File: config.mk
export PLATFORM = sky130hd
export DESIGN_NAME = shift_pipe
export DESIGN_NICKNAME = d
export VERILOG_FILES = /design/src/rtl/shift_pipe.sv
export SDC_FILE = /design/constraint.sdc
export NUM_CORES = 1
export LEC_CHECK = 0
export ABC_CLOCK_PERIOD_IN_PS = 5710
export CELL_PAD_IN_SITES_DETAIL_PLACEMENT = 1
export CELL_PAD_IN_SITES_GLOBAL_PLACEMENT = 2
export CORE_UTILIZATION = 36
export CTS_BUF_LIST = sky130_fd_sc_hd__clkbuf_8
export CTS_CLUSTER_SIZE = 16
export DETAILED_ROUTE_END_ITERATION = 7
export GPL_TIMING_DRIVEN = 0
export PLACE_DENSITY_LB_ADDON = 0.08
export SYNTH_ARGS = -nofsm -noshare
export SYNTH_HDL_FRONTEND = slang
export SYNTH_SLANG_ARGS = --single-unit
File: constraint.sdc
create_clock -name clk -period 5.71 [get_ports clk]
set_input_delay 1.142 -clock clk [delete_from_list [all_inputs] [get_ports clk]]
set_output_delay 1.142 -clock clk [all_outputs]
set_load 0.1 [all_outputs]
File: src/rtl/shift_pipe.sv
// Pipelined barrel shifter: SHL/SHR/SAR/ROL/ROR with a valid/ready handshake.
// Each stage applies its slice of the shift count; range and illegal-op fixups happen last.
module shift_pipe #(
  parameter int unsigned WIDTH  = 32,
  parameter int unsigned STAGES = 2,
  parameter int unsigned CW     = 8
) (
  input  logic             clk,
  input  logic             rst,
  input  logic             in_valid,
  output logic             in_ready,
  input  logic [2:0]       in_op,
  input  logic [WIDTH-1:0] in_a,
  input  logic [CW-1:0]    in_cnt,
  output logic             out_valid,
  input  logic             out_ready,
  output logic [WIDTH-1:0] out_res,
  output logic             out_zero,
  output logic             out_err
);

  localparam int unsigned LW  = $clog2(WIDTH);
  localparam int unsigned GRP = LW / STAGES;

  localparam logic [2:0] OP_SHL = 3'b000;
  localparam logic [2:0] OP_SHR = 3'b001;
  localparam logic [2:0] OP_SAR = 3'b010;
  localparam logic [2:0] OP_ROL = 3'b011;
  localparam logic [2:0] OP_ROR = 3'b100;

  // Count bits owned by stage k, left in place; the last stage takes the remainder.
  function automatic logic [LW-1:0] stage_amt(input int unsigned k, input logic [LW-1:0] c);
    int unsigned lo;
    int unsigned n;
    logic [LW-1:0] mask;
    lo   = k * GRP;
    n    = (k == STAGES - 1) ? LW - lo : GRP;
    mask = LW'((32'd1 << n) - 32'd1);
    return ((c >> lo) & mask) << lo;
  endfunction

  function automatic logic [WIDTH-1:0] apply_op(input logic [2:0] op, input logic [WIDTH-1:0] d,
                                                input logic sgn, input logic [LW-1:0] s);
    logic [WIDTH-1:0] fill;
    fill = sgn ? ~({WIDTH{1'b1}} >> s) : '0;
    case (op)
      OP_SHL:  return d << s;
      OP_SHR:  return d >> s;
      OP_SAR:  return (d >> s) | fill;
      OP_ROL:  return (d << s) | (d >> (WIDTH - 32'(s)));
      OP_ROR:  return (d >> s) | (d << (WIDTH - 32'(s)));
      default: return d;
    endcase
  endfunction

  // Index k holds the inputs of stage k: the ports for k = 0, slot k-1 otherwise.
  logic             w_v   [STAGES];
  logic [WIDTH-1:0] w_d   [STAGES];
  logic [2:0]       w_op  [STAGES];
  logic             w_sgn [STAGES];
  logic             w_rng [STAGES];
  logic [LW-1:0]    w_cnt [STAGES];
  logic [STAGES-1:0] w_slot_v;
  logic [STAGES-1:0] w_en;

  assign in_ready = !rst && w_en[0];
  assign w_v[0]   = in_valid && in_ready;
  assign w_d[0]   = in_a;
  assign w_op[0]  = in_op;
  assign w_sgn[0] = in_a[WIDTH-1];
  assign w_rng[0] = in_cnt >= CW'(WIDTH);
  assign w_cnt[0] = in_cnt[LW-1:0];

  // A slot may load unless it and every slot after it are full while the output is stalled.
  always_comb begin : p_enable
    logic full;
    full = 1'b1;
    w_en = '0;
    for (int k = STAGES - 1; k >= 0; k--) begin
      full    = full & w_slot_v[k];
      w_en[k] = out_ready | ~full;
    end
  end

  for (genvar k = 0; k < STAGES; k++) begin : g_stage
    logic [LW-1:0]    w_amt;
    logic [WIDTH-1:0] w_sh;

    assign w_amt = stage_amt(k, w_cnt[k]);
    assign w_sh  = apply_op(w_op[k], w_d[k], w_sgn[k], w_amt);

    if (k < STAGES - 1) begin : g_mid
      logic             r_v;
      logic [WIDTH-1:0] r_d;
      logic [2:0]       r_op;
      logic             r_sgn;
      logic             r_rng;
      logic [LW-1:0]    r_cnt;

      always_ff @(posedge clk) begin
        if (rst) begin
          r_v <= 1'b0;
        end else if (w_en[k]) begin
          r_v   <= w_v[k];
          r_d   <= w_sh;
          r_op  <= w_op[k];
          r_sgn <= w_sgn[k];
          r_rng <= w_rng[k];
          r_cnt <= w_cnt[k];
        end
      end

      assign w_slot_v[k] = r_v;
      assign w_v[k+1]    = r_v;
      assign w_d[k+1]    = r_d;
      assign w_op[k+1]   = r_op;
      assign w_sgn[k+1]  = r_sgn;
      assign w_rng[k+1]  = r_rng;
      assign w_cnt[k+1]  = r_cnt;
    end else begin : g_last
      logic             w_ill;
      logic [WIDTH-1:0] w_fin;
      logic             r_v;
      logic [WIDTH-1:0] r_res;
      logic             r_zero;
      logic             r_err;

      assign w_ill = w_op[k] > OP_ROR;

      // Out-of-range counts saturate; rotates ignore the range flag.
      always_comb begin
        w_fin = w_sh;
        if (w_ill) begin
          w_fin = '0;
        end else if (w_rng[k]) begin
          if (w_op[k] == OP_SHL || w_op[k] == OP_SHR) w_fin = '0;
          else if (w_op[k] == OP_SAR)                 w_fin = {WIDTH{w_sgn[k]}};
        end
      end

      always_ff @(posedge clk) begin
        if (rst) begin
          r_v    <= 1'b0;
          r_res  <= '0;
          r_zero <= 1'b0;
          r_err  <= 1'b0;
        end else if (w_en[k]) begin
          r_v    <= w_v[k];
          r_res  <= w_fin;
          r_zero <= (w_fin == '0);
          r_err  <= w_ill;
        end
      end

      assign w_slot_v[k] = r_v;
      assign out_valid   = r_v;
      assign out_res     = r_res;
      assign out_zero    = r_zero;
      assign out_err     = r_err;
    end
  end

endmodule

* Word-level counts from Yosys, hierarchy flattened
Index checks and enable logic that the tools add are counted.
Cells by class: muxes and demuxes 8, add/sub/neg operators 2, magnitude comparators 2, bitwise logic cells 14, equality and inequality tests 8, shift-type cells 10, reduce and logical (&&, ||, !) cells 8
Operator list (count):
- one-hot mux 32 bit (5 select lines) | 2
- 2-to-1 mux 32 bit | 6
- bitwise OR 32 bit | 6
- NOT 32 bit | 2
- << shifter 32 x 32 -> 32 bit | 2
- right shift 32 x 32 -> 32 bit | 2
- zero test 32 bit | 1
- << shifter 32 x 2 -> 32 bit | 1
- << shifter 32 x 5 -> 32 bit | 1
- right shift 32 x 2 -> 32 bit | 1
- right shift 32 x 2 -> 32 bit (first input constant) | 1
- right shift 32 x 5 -> 32 bit | 1
- right shift 32 x 5 -> 32 bit (first input constant) | 1
- equality test 3 x 2 -> 1 bit (second input constant) | 4
- >= comparator 8 x 6 -> 1 bit (second input constant) | 1
- subtractor 6 x 2 -> 7 bit (first input constant) | 1
- subtractor 6 x 5 -> 7 bit (first input constant) | 1
- equality test 3 x 1 -> 1 bit (second input constant) | 2
- equality test 3 bit (second input constant) | 2
- zero test 3 bit | 2
- > comparator 3 bit (second input constant) | 1
- NOT 1 bit | 3
- logical AND 1 bit | 2
- bitwise OR 1 bit | 2
- other kinds (4) | 4
Word-level totals: bits in registers 78, word-level logic and storage cells 62, output and inout bits 36

* Longest topological paths before layout
Gate-level depths: netlist of the first run.
depth in word-level cells 10, depth in mapped cells 17, gate-level depth less buffers 12

* Worst setup path after synthesis of the first run
No wires, ideal clock.
kind input -> output, start point input port out_ready, end point output port in_ready, stages 4, arrival time 4.959 ns, path buffers 2, data required time 4.568 ns, setup slack -0.391 ns, cell sequence nor2b_1 > clkbuf_1 > clkbuf_1 > a21oi_1
Between the ends: cells in the longest elaborated chain, start to end 2
RTL lines:
- start: declaration | line 16 | input logic out_ready,
- bitwise OR 1 bit | line 81 | w_en[k] = out_ready | ~full;
- logical AND 1 bit | line 66 | assign in_ready = !rst && w_en[0];
- end: declaration | line 11 | output logic in_ready,
Every way passes these cells.

* Final worst setup path of the first run
start point register g_stage[0].g_mid.r_cnt[4], end point register g_stage[1].g_last.r_zero, in the netlist out_zero
Between the ends: cells in the longest elaborated chain, start to end 10, elaborated cells on any way between the ends 17, those cells by class add/sub: 1; shift: 5; mux: 6; bitwise: 4; reduce/logical: 1
RTL lines:
- start: declaration | line 98 | logic [LW-1:0] r_cnt;
- start signal: assignment | line 109 | r_cnt <= w_cnt[k];
- branches (longest 4 deep; another with subtractor 6 x 5 -> 7 bit)
- one-hot mux 32 bit (5 select lines) (*) | line 46 | case (op)
- 2-to-1 mux 32 bit | line 137 | else if (w_op[k] == OP_SAR) w_fin = {WIDTH{w_sgn[k]}};
- 2-to-1 mux 32 bit | line 136 | if (w_op[k] == OP_SHL || w_op[k] == OP_SHR) w_fin = '0;
- 2-to-1 mux 32 bit (*) | line 135 | end else if (w_rng[k]) begin
- 2-to-1 mux 32 bit (*) | line 133 | if (w_ill) begin
- zero test 32 bit (*) | line 150 | r_zero <= (w_fin == '0);
- end signal: assignment | line 150
- end: declaration | line 125 | logic r_zero;
Every way passes the cells marked *. A chain may end at the register's enable or synchronous reset.

==> results of run 1 <==
report_power, final:
group	total [mW]	internal [mW]	leakage (nW)	switching, mW
sequential	0.689	0.624	0.684	0.0645
clock	0.547	0.300	0.128	0.248
combinational	1.10	0.366	2.86	0.733
final cells by class:
class	count	area, um2
timing repair buffer	85	856
fill	2972	13800
inverter	18	67.6
tap	324	405
clock inverter	7	130
buffer	109	497
multi-input combinational	938	6480
clock buffer	9	124
sequential	76	1920
cells in the mapped netlist, types with 22 or more instances:
cell type | instances | area share (%)
nor3_1 | 22 | 1.2
a21oi_1 | 104 | 5.8
mux4_2 | 35 | 8.8
mux2_2 | 43 | 5.4
nand3_1 | 22 | 1.2
o21ai_0 | 97 | 5.4
edfxtp_1 | 40 | 13
clkbuf_1 | 62 | 2.6
nor2_1 | 103 | 4.3
nand2_1 | 132 | 5.5
o22ai_1 | 27 | 1.9
nand2b_1 | 36 | 2.5
dfxtp_1 | 36 | 8.1
mux2i_1 | 70 | 7.8
worst min-delay path: cells and delay by family (launching register included):
kind | cells | cell delay (ns)
DFF | 1 | 0.32
AOI/OAI and AO/OA | 1 | 0.05
and+or+nand+nor | 1 | 0.05
what timing repair did:
| item | CTS | global route |
|---|---|---|
| gates resized for setup | 0 | 3 |
| buffers inserted | 0 | 2 |
| endpoints found under the setup margin | 0 | 1 |
kinds of logic after synthesis:
| logic type | after synthesis |
|---|---|
| AO/OA/AOI/OAI | 390 |
| XOR/XNOR | 3 |
| adder cells (fa/ha/maj) | 6 |
| buffers and inverters | 127 |
| flip-flops | 76 |
| multiplexers | 150 |
| AND/OR/NAND/NOR | 389 |
flip-flops by register name, indices dropped and copies added, names as in the netlist:
signal,count
g_stage.g_mid.r_rng,1
out_zero,1
g_stage.g_mid.r_cnt,3
g_stage.g_mid.r_v,1
g_stage.g_mid.r_d,32
g_stage.g_mid.r_sgn,1
g_stage.g_mid.r_op,3
out_valid,1
out_res,32
out_err,1
worst max-delay path by stage:
stage,from,cells after the start,slack (ns),to
3_3_place_gp,rst,5,-0.63,in_ready
2_1_floorplan,out_ready,4,1.10,in_ready
3_5_place_dp,g_stage[0].g_mid.r_cnt[4]$_DFFE_PP_,15,0.14,out_zero$_SDFFE_PP0P_
4_1_cts,g_stage[0].g_mid.r_cnt[4]$_DFFE_PP_,15,0.07,out_zero$_SDFFE_PP0P_
5_1_grt,g_stage[0].g_mid.r_cnt[4]$_DFFE_PP_,16,0.006,out_zero$_SDFFE_PP0P_
6_report,g_stage[0].g_mid.r_cnt[4]$_DFFE_PP_,16,0.06,out_zero$_SDFFE_PP0P_
per-layer routing:
metal	GRT usage [%]	wire, um	up-vias
met1	54.9	21000	5326
li1	-	-	4528
met4	18.0	2300	0
met2	57.1	21300	761
met5	0	0	-
met3	8.62	5640	136
stage by stage:
| step | setup slack, ns | instance area, um2 | TNS [ns] |
|---|---|---|---|
| 5_1_grt | 0.00642 | 10500 | 0 |
| 2_1_floorplan | 1.10 | 8940 | 0 |
| 3_5_place_dp | 0.143 | 10200 | 0 |
| 6_report | 0.0593 | 10500 | 0 |
| 4_1_cts | 0.0726 | 10500 | 0 |
| 3_3_place_gp | -0.632 | 10200 | -0.632 |
==> results.md, run 1 <==
* Floorplan row count at between 50 and 60
* Core ar. at 0.0243 mm2
* Post-Syn Area at 0.00894 mm2
* Combinational family with the most area after synthesis: compound AO/OA/AOI/OAI gates
* Achievable Freq at between 150 and 200 MHz
* Crit-path leading delay family: buffers and inverters
* Buffer and inverter count on the worst path at 7
* Final net count at approximately 1.3k
* Post-Synth Adder-Cell Area at less than 1%
* Critical-path maximum fanout at 10
* R2r worst-path depth at 16
* Critical R2R Launch: g_stage[0].g_mid.r_cnt[4]$_DFFE_PP_
* IO Pins at 83
* CTS Root Cell: clkbuf_8
* Yosys reg bits at 76
* Die area at about 0.025 mm2
* HPWL Detailed at 38,600 um
* Outcome: finished clean
* Worst VDD drop at around 120 uV
* Vias per inst at between 6 and 7
* IO buf count at 82
* Hold worst-path end: out_res[3]$_SDFFE_PP0P_
* Simple-gate area share of the yosys netlist at just over 20%
* Crit path cell chain: buf_2, buf_2, inv_1, clkbuf_1, buf_2, ha_1, clkbuf_1, clkbuf_1, nor2_1, nand3_1, o31ai_1, a211oi_2, a41oi_1, nor4_2, nand4_1, o31ai_1
* Hold Path Origin: out_res[3]$_SDFFE_PP0P_
* Post-Synth XOR/XNOR Area at less than 1%
* Worst reg2reg path endpoint: out_zero$_SDFFE_PP0P_
* First-pass GRT wire length at approximately 73,000 um
* HP Class: flip-flop to flip-flop
* Slowest-stage cell, CP: nor2_1
* Initial core utilization at around 37%
* Worst Path Required at ~6 ns
* Crit Path Category: flip-flop to flip-flop
* Clock Latency Late Sink at roughly 0.39 ns
* CTS Sinks at 76
* Power Density at about 220 mW/mm2
* Synthesized instance count at 1,141
* Mux cell area share after synthesis at between 20% and 30%
* Drt drc at 0
* Worst hold slack at ~0.46 ns
* GRT Total Usage at 39.2%
* Initial antenna violation count at 0
* Hold Buf Count CTS at 0
* Post-layout util at 43.1%
* ANT nets after route at 0
* Asr flop ratio synth at 0%
* Final Hold Violating Endpoints at 0
* CTS Buf Count at 9
* Flop2flop setup slack at 0.06 ns
* Cell variety after synth at between 70 and 80
* Layout cells sized above 1 at around an eighth
* Sequential area share after synthesis at 21.5%
* First-pass detailed-route iteration total at 5
* Overall power at 2.33 mW
* MaxCap Viol Count at 0
* GR Overflow Total at 0
* RSZ-0062 raised after global routing: no
* Vias in the first global route at approximately 10k
* Layout area overhead at 17.3%
* Worst Setup End Kind: flip-flop
* CTS tree: yes
* DRT Wirelength at ~50,000 um
* Pin count of the biggest net entering global routing at 32
* Post-synthesis compound-gate area fraction at between 20% and 30%
* GPL Wtd Cong at just over 1
* Worst-path clk slew at about 0.11 ns
* Slew Limit Fails at 0
* Synth Area per Inst at 7.83 um2
* ANT cells at 0
* Non-filler instance count after layout at between 1.5k and 2k
* Worst setup SP type: flip-flop
* Most frequent cells in the layout: nand2_1, nor2_1, a21oi_1
* Arr. time, crit path at ~5.9 ns
* Die width at about 160 um
* Initial DRC Count at roughly 1.5k
* Ys flop type: edfxtp_1
* Final setup fails at 0
* Die height at ~160 um
* Critical path's largest stage delay at 0.89 ns
* Skew final at 0.0272 ns
* Worst-margin pin slew at about 1.2 ns
* Post-route minimum period at approximately 5.7 ns
* Leak at 3.68 nW
* Wire per inst at approximately 32 um
* Clk buf depth at 2
* Tcrit/Tclk final at 99.0%
* Hold Path Depth at 2
* Routed via count at roughly 11k
* Placed Cells at between 1.5k and 2k
* Commonest non-fill, non-tap cell in the layout: nand2_1
* Number of H-tree levels at 3
* Yosys warning count at 0
* Slew headroom at between 10% and 20%
* Post-Syn Nets at roughly 1.2k
* Post-synth EDFFs at 40
Power figures use the tool's default switching activity.
==> run 2, diff against run 1 <==
--- a/constraint.sdc
+++ b/constraint.sdc
@@ -3,2 +3,2 @@
 set_output_delay 1.142 -clock clk [all_outputs]
-set_load 0.1 [all_outputs]
+set_load 0.005 [all_outputs]
==> results.md, run 2 (synthesized netlist as in run 1, its figures left out) <==
* Floorplan row count at 57
* Pin count of the biggest net entering global routing at 32
* Hold Path Origin: out_res[19]$_SDFFE_PP0P_
* First-pass GRT wire length at 73,400 um
* Drt drc at 0
* Die height at 160 um
* Worst-margin pin slew at roughly 1.3 ns
* Crit Path Category: flip-flop to flip-flop
* Power Density at 203 mW/mm2
* Hold Buf Count CTS at 0
* Slowest-stage cell, CP: a211oi_1
* Hold worst-path end: out_res[19]$_SDFFE_PP0P_
* Skew final at between 0.02 and 0.025 ns
* Vias in the first global route at 10.4k
* Layout cells sized above 1 at between 10% and 20%
* CTS Sinks at 76
* CTS tree: yes
* Leak at approximately 3.6 nW
* GR Overflow Total at 0
* Layout area overhead at 16.5%
* Slew headroom at a little over a tenth
* Filler Cells Inserted at approximately 3.0k
* First-pass detailed-route iteration total at 5
* DRT Wirelength at ~50,000 um
* MaxCap Viol Count at 0
* Most frequent CP cell: buf_2
* RSZ-0062 raised after global routing: no
* Arr. time, crit path at 5.99 ns
* Fin area at roughly 0.010 mm2
* IO Pins at 83
* Worst Setup End Kind: flip-flop
* Final setup fails at 0
* GPL Wtd Cong at around 1.0
* Worst VDD drop at 115 uV
* Post-CTS Setup Bufs at 0
* Worst Path Required at 6.00 ns
* Critical path's largest stage delay at between 0.7 and 0.8 ns
* Worst setup SP type: flip-flop
* Worst reg2reg path endpoint: out_zero$_SDFFE_PP0P_
* ANT nets after route at 0
* Most frequent cells in the layout: nand2_1, nor2_1, a21oi_1
* Routed via count at 10.7k
* Number of H-tree levels at 3
* IO buf count at around 80
* Worst-path clk slew at about 0.090 ns
* R2r worst-path depth at 15
* Clk buf depth at 2
* Hold Path Depth at 2
* Critical-path maximum fanout at 12
* Initial core utilization at approximately 37%
* Commonest non-fill, non-tap cell in the layout: nand2_1
* Slew Limit Fails at 0
* Setup_tns at 0 ns
* Final net count at approximately 1.3k
* Core ar. at between 0.02 and 0.025 mm2
* Worst hold slack at around 0.46 ns
* CTS Buf Count at 9
* HP Class: flip-flop to flip-flop
* Critical R2R Launch: g_stage[0].g_mid.r_cnt[4]$_DFFE_PP_
* Die width at roughly 160 um
* Initial antenna violation count at 0
* Clock Latency Late Sink at approximately 0.39 ns
* Flop2flop setup slack at ~0.010 ns
* Vias per inst at 6.87
* Tcrit/Tclk final at 99.8%
* Initial DRC Count at ~1.4k
* Crit-path leading delay family: buffers and inverters
* Achievable Freq at approximately 180 MHz
* Crit path cell chain: buf_2, buf_2, inv_1, buf_2, ha_1, clkbuf_1, clkbuf_1, nor2_1, nand3_1, o221ai_1, a211oi_1, a41oi_1, nor4_2, nand4_1, o31ai_1
* CTS Root Cell: clkbuf_8
* GRT Total Usage at 39.5%
* Buffer and inverter count on the worst path at 6
* Final Hold Violating Endpoints at 0
* Pre-CTS setup slack at -0.0221 ns
* Post-route minimum period at between 5 and 6 ns
* Dpl cell area at approximately 0.010 mm2
* Wire per inst at about 32 um
* Outcome: finished clean
* HPWL Detailed at roughly 38,000 um
* ANT cells at 0
* Slack of the critical path at between 0.009 and 0.01 ns
* Die area at ~0.025 mm2
## run 2: report_power, final
part | internal, mW | switching [mW] | leakage (nW)
Combinational | 0.363 | 0.617 | 2.86
Sequential | 0.624 | 0.0698 | 0.684
Clock | 0.201 | 0.235 | 0.103
## run 2: area by class of cell
cell class	count	area, um2	area share, %
Sequential cell	76	1920	18.5
Timing Repair Buffer	84	848	8.15
Multi-Input combinational cell	938	6480	62.3
Tap cell	324	405	3.90
Buffer	108	493	4.74
Clock inverter	7	66.3	0.637
Clock buffer	9	124	1.19
Inverter	18	67.6	0.649
## run 2: per-stage QoR
stage	utilization [%]	instances	power, mW
4_1_cts	42.8	1565	2.08
5_1_grt	42.8	1564	2.18
3_3_place_gp	41.8	1547	1.63
3_5_place_dp	42.0	1549	1.63
2_1_floorplan	-	1141	1.24
6_report	42.8	1564	2.11
## run 2: what timing repair did
| action | CTS | global route |
|---|---|---|
| endpoints found under the hold margin | 0 | 0 |
| setup endpoints to repair | 1 | 6 |
| gates resized for setup | 1 | 1 |
## run 2: tightest hold or removal path: cells and delay by family, from the launching register on
family | cells | cell delay (ns)
flip-flops | 1 | 0.32
AND/OR/NAND/NOR | 1 | 0.05
AO/OA/AOI/OAI | 1 | 0.05
## run 2: worst max path at each step
stage	from	end	cells past startpoint	slack, ns
after floorplan	out_ready	in_ready	4	0.94
after global placement	rst	in_ready	5	-1.36
after detailed placement	g_stage[0].g_mid.r_cnt[4]$_DFFE_PP_	out_zero$_SDFFE_PP0P_	15	-0.02
after CTS	g_stage[0].g_mid.r_cnt[4]$_DFFE_PP_	out_zero$_SDFFE_PP0P_	16	0.04
after global routing	g_stage[0].g_mid.r_cnt[4]$_DFFE_PP_	out_zero$_SDFFE_PP0P_	15	0.02
final	g_stage[0].g_mid.r_cnt[4]$_DFFE_PP_	out_zero$_SDFFE_PP0P_	15	0.01
## run 2: routing by layer
layer	up-vias	global-route usage (%)	wire length, um
li1	4512	-	-
met4	0	19.0	2610
met5	-	0	0
met1	5304	56.0	21600
met2	777	56.8	20500
met3	151	7.94	5540
==> run 3, diff against run 2 <==
- CORE_UTILIZATION: 36 -> 39
- CTS_BUF_LIST: sky130_fd_sc_hd__clkbuf_8 -> sky130_fd_sc_hd__clkbuf_16
- DONT_BUFFER_PORTS: default -> 1
- REMOVE_ABC_BUFFERS: default -> 1
==> results.md, run 3 (synthesized netlist as in run 1, its figures left out) <==
* Outcome: finished clean
* Final Hold Violating Endpoints at 0
* Clk buf depth at 2
* ANT cells at 0
* Initial DRC Count at between 800 and 900
* Die width at 153 um
* Filler Cells Inserted at 2,715
* Final net count at around 1.1k
* GR Overflow Total at 0
* Wire per inst at about 28 um
* Tcrit/Tclk final at 98.5%
* MaxCap Viol Count at 0
* DRT Wirelength at 38,300 um
* First-pass GRT wire length at 58,500 um
* R2r worst-path depth at 13
* Layout cells sized above 1 at between 10% and 20%
* Initial antenna violation count at 0
* Core ar. at approximately 0.023 mm2
* Critical-path maximum fanout at 25
* GRT Total Usage at between 30% and 40%
* Overall power at slightly above 2 mW
* Die height at about 150 um
* Critical R2R Launch: g_stage[0].g_mid.r_cnt[2]$_DFFE_PP_
* Vias per inst at 6.91
* Post-route minimum period at 5.62 ns
* Pin count of the biggest net entering global routing at 88
* CTS Buf Count at 9
* RSZ-0062 raised after global routing: no
* Floorplan row count at 55
* Hold Path Depth at 2
* Critical Path Start: g_stage[0].g_mid.r_cnt[2]$_DFFE_PP_
* CTS tree: yes
* Met2 Track Usage GR at 54.8%
* Clock Latency Late Sink at roughly 0.36 ns
* Slew headroom at a little over a tenth
* Leak at 3.34 nW
* Met3 Usage GRT at between 5 and 6%
* Worst reg2reg path endpoint: out_zero$_SDFFE_PP0P_
* Worst hold slack at 0.461 ns
* GRT Max-Usage Layer: met2
* IO buf count at 0
* Routed via count at between 9k and 10k
* Vias in the first global route at around 9.3k
* Layout area overhead at 7.10%
* CTS Sinks at 76
* IO Pins at slightly above 80
* Worst VDD drop at 147 uV
* Sequential Area at ~0.0019 mm2
* Final setup fails at 0
* Worst setup SP type: flip-flop
* GPL Wtd Cong at 0.934
* Most frequent cells in the layout: nand2_1, a21oi_1, nor2_1
* Hold Path Origin: out_res[29]$_SDFFE_PP0P_
* GR Util met1 at between 40% and 50%
* Worst-path clk slew at roughly 0.070 ns
* ANT nets after route at 0
* Worst Path Required at between 5 and 6 ns
* Hold worst-path end: out_res[29]$_SDFFE_PP0P_
* Drt drc at 0
* CTS Root Cell: clkbuf_16
* Arr. time, crit path at just under 6 ns
* Commonest non-fill, non-tap cell in the layout: nand2_1
* Initial core utilization at 39.6%
* HP Class: flip-flop to flip-flop
* Flop2flop setup slack at around 0.088 ns
* Crit Path Category: flip-flop to flip-flop
* Worst Setup End Kind: flip-flop
* Hold Buf Count CTS at 0
* Multi-input gate area at 0.00648 mm2
* Skew final at about 0.011 ns
* First-pass detailed-route iteration total at 5
* Power Density at roughly 220 mW/mm2
* Achievable Freq at 178 MHz
* Worst-margin pin slew at 1.33 ns
* HPWL Detailed at around 28,000 um
* Slew Limit Fails at 0
* Die area at around 0.024 mm2
* Number of H-tree levels at 3
-- run 3: changes by cell type in the layout (fill, tap and decap cells not counted), moves of 9 or more --
cell             previous run  this run
buf_1                      14         0
clkbuf_8                    9         0
buf_16                      0        11
clkbuf_1                   61         0
buf_2                      20         0
clkbuf_16                   0         9
clkdlybuf4s50_1            82         0
-- run 3: routing by layer --
| layer | up-vias | share of wire (%) |
|---|---|---|
| li1 | 4168 | - |
| met1 | 4672 | 41 |
| met2 | 429 | 48 |
| met3 | 84 | 7.1 |
| met4 | 0 | 4.1 |
| met5 | - | 0 |
-- run 3: metrics by stage --
| stage | util (%) | setup WS (ns) | cell area, um2 | setup TNS, ns | instances |
|---|---|---|---|---|---|
| finish | 42.4 | 0.0879 | 9570 | 0 | 1354 |
| global route | 42.4 | 0.0304 | 9570 | 0 | 1354 |
| CTS | 42.2 | 0.0524 | 9530 | 0 | 1350 |
| detailed placement | 40.9 | -0.348 | 9230 | -0.361 | 1334 |
| global placement | 39.0 | -5.22 | 8800 | -163.26 | 1317 |
| floorplan | - | -1.47 | 8440 | -22.39 | 1032 |
-- run 3: what timing repair did --
item,CTS,global route
buffers inserted,0,3
gates resized for setup,1,0
endpoints found under the setup margin,2,1
-- run 3: worst max path at each step --
stage	end	slack [ns]	depth (start not counted)
2_1_floorplan	out_zero$_SDFFE_PP0P_	-1.47	10
3_3_place_gp	out_zero$_SDFFE_PP0P_	-5.22	10
3_5_place_dp	out_zero$_SDFFE_PP0P_	-0.35	12
4_1_cts	out_zero$_SDFFE_PP0P_	0.05	12
5_1_grt	out_zero$_SDFFE_PP0P_	0.03	13
6_report	out_zero$_SDFFE_PP0P_	0.09	13
-- run 3: cell type report --
type	instances	area share, %
inverter	18	0.706
clock inverter	7	0.693
tap	285	3.73
sequential	76	20.1
clock buffer	9	2.35
timing repair buffer	21	4.71
multi-input combinational	938	67.7
-- run 3: worst max-delay path: stages (launching register included) --
cell      delay [ns]
edfxtp_1        0.72
buf_16          0.24
buf_16          0.18
buf_16          0.19
inv_2           0.27
ha_2            0.31
ha_2            0.71
clkinv_1        0.59
nand3_1         0.51
o21ai_1         0.17
o41ai_2         0.58
nand2_1         0.21
or4_1           0.57
o31ai_1         0.25
-- run 3: where the power goes --
group | total [mW] | switching (mW) | internal [mW] | leakage (nW)
combinational | 0.772 | 0.451 | 0.322 | 2.50
clock | 0.590 | 0.252 | 0.338 | 0.152
sequential | 0.717 | 0.0917 | 0.626 | 0.684
total | 2.08 | 0.795 | 1.29 | 3.34
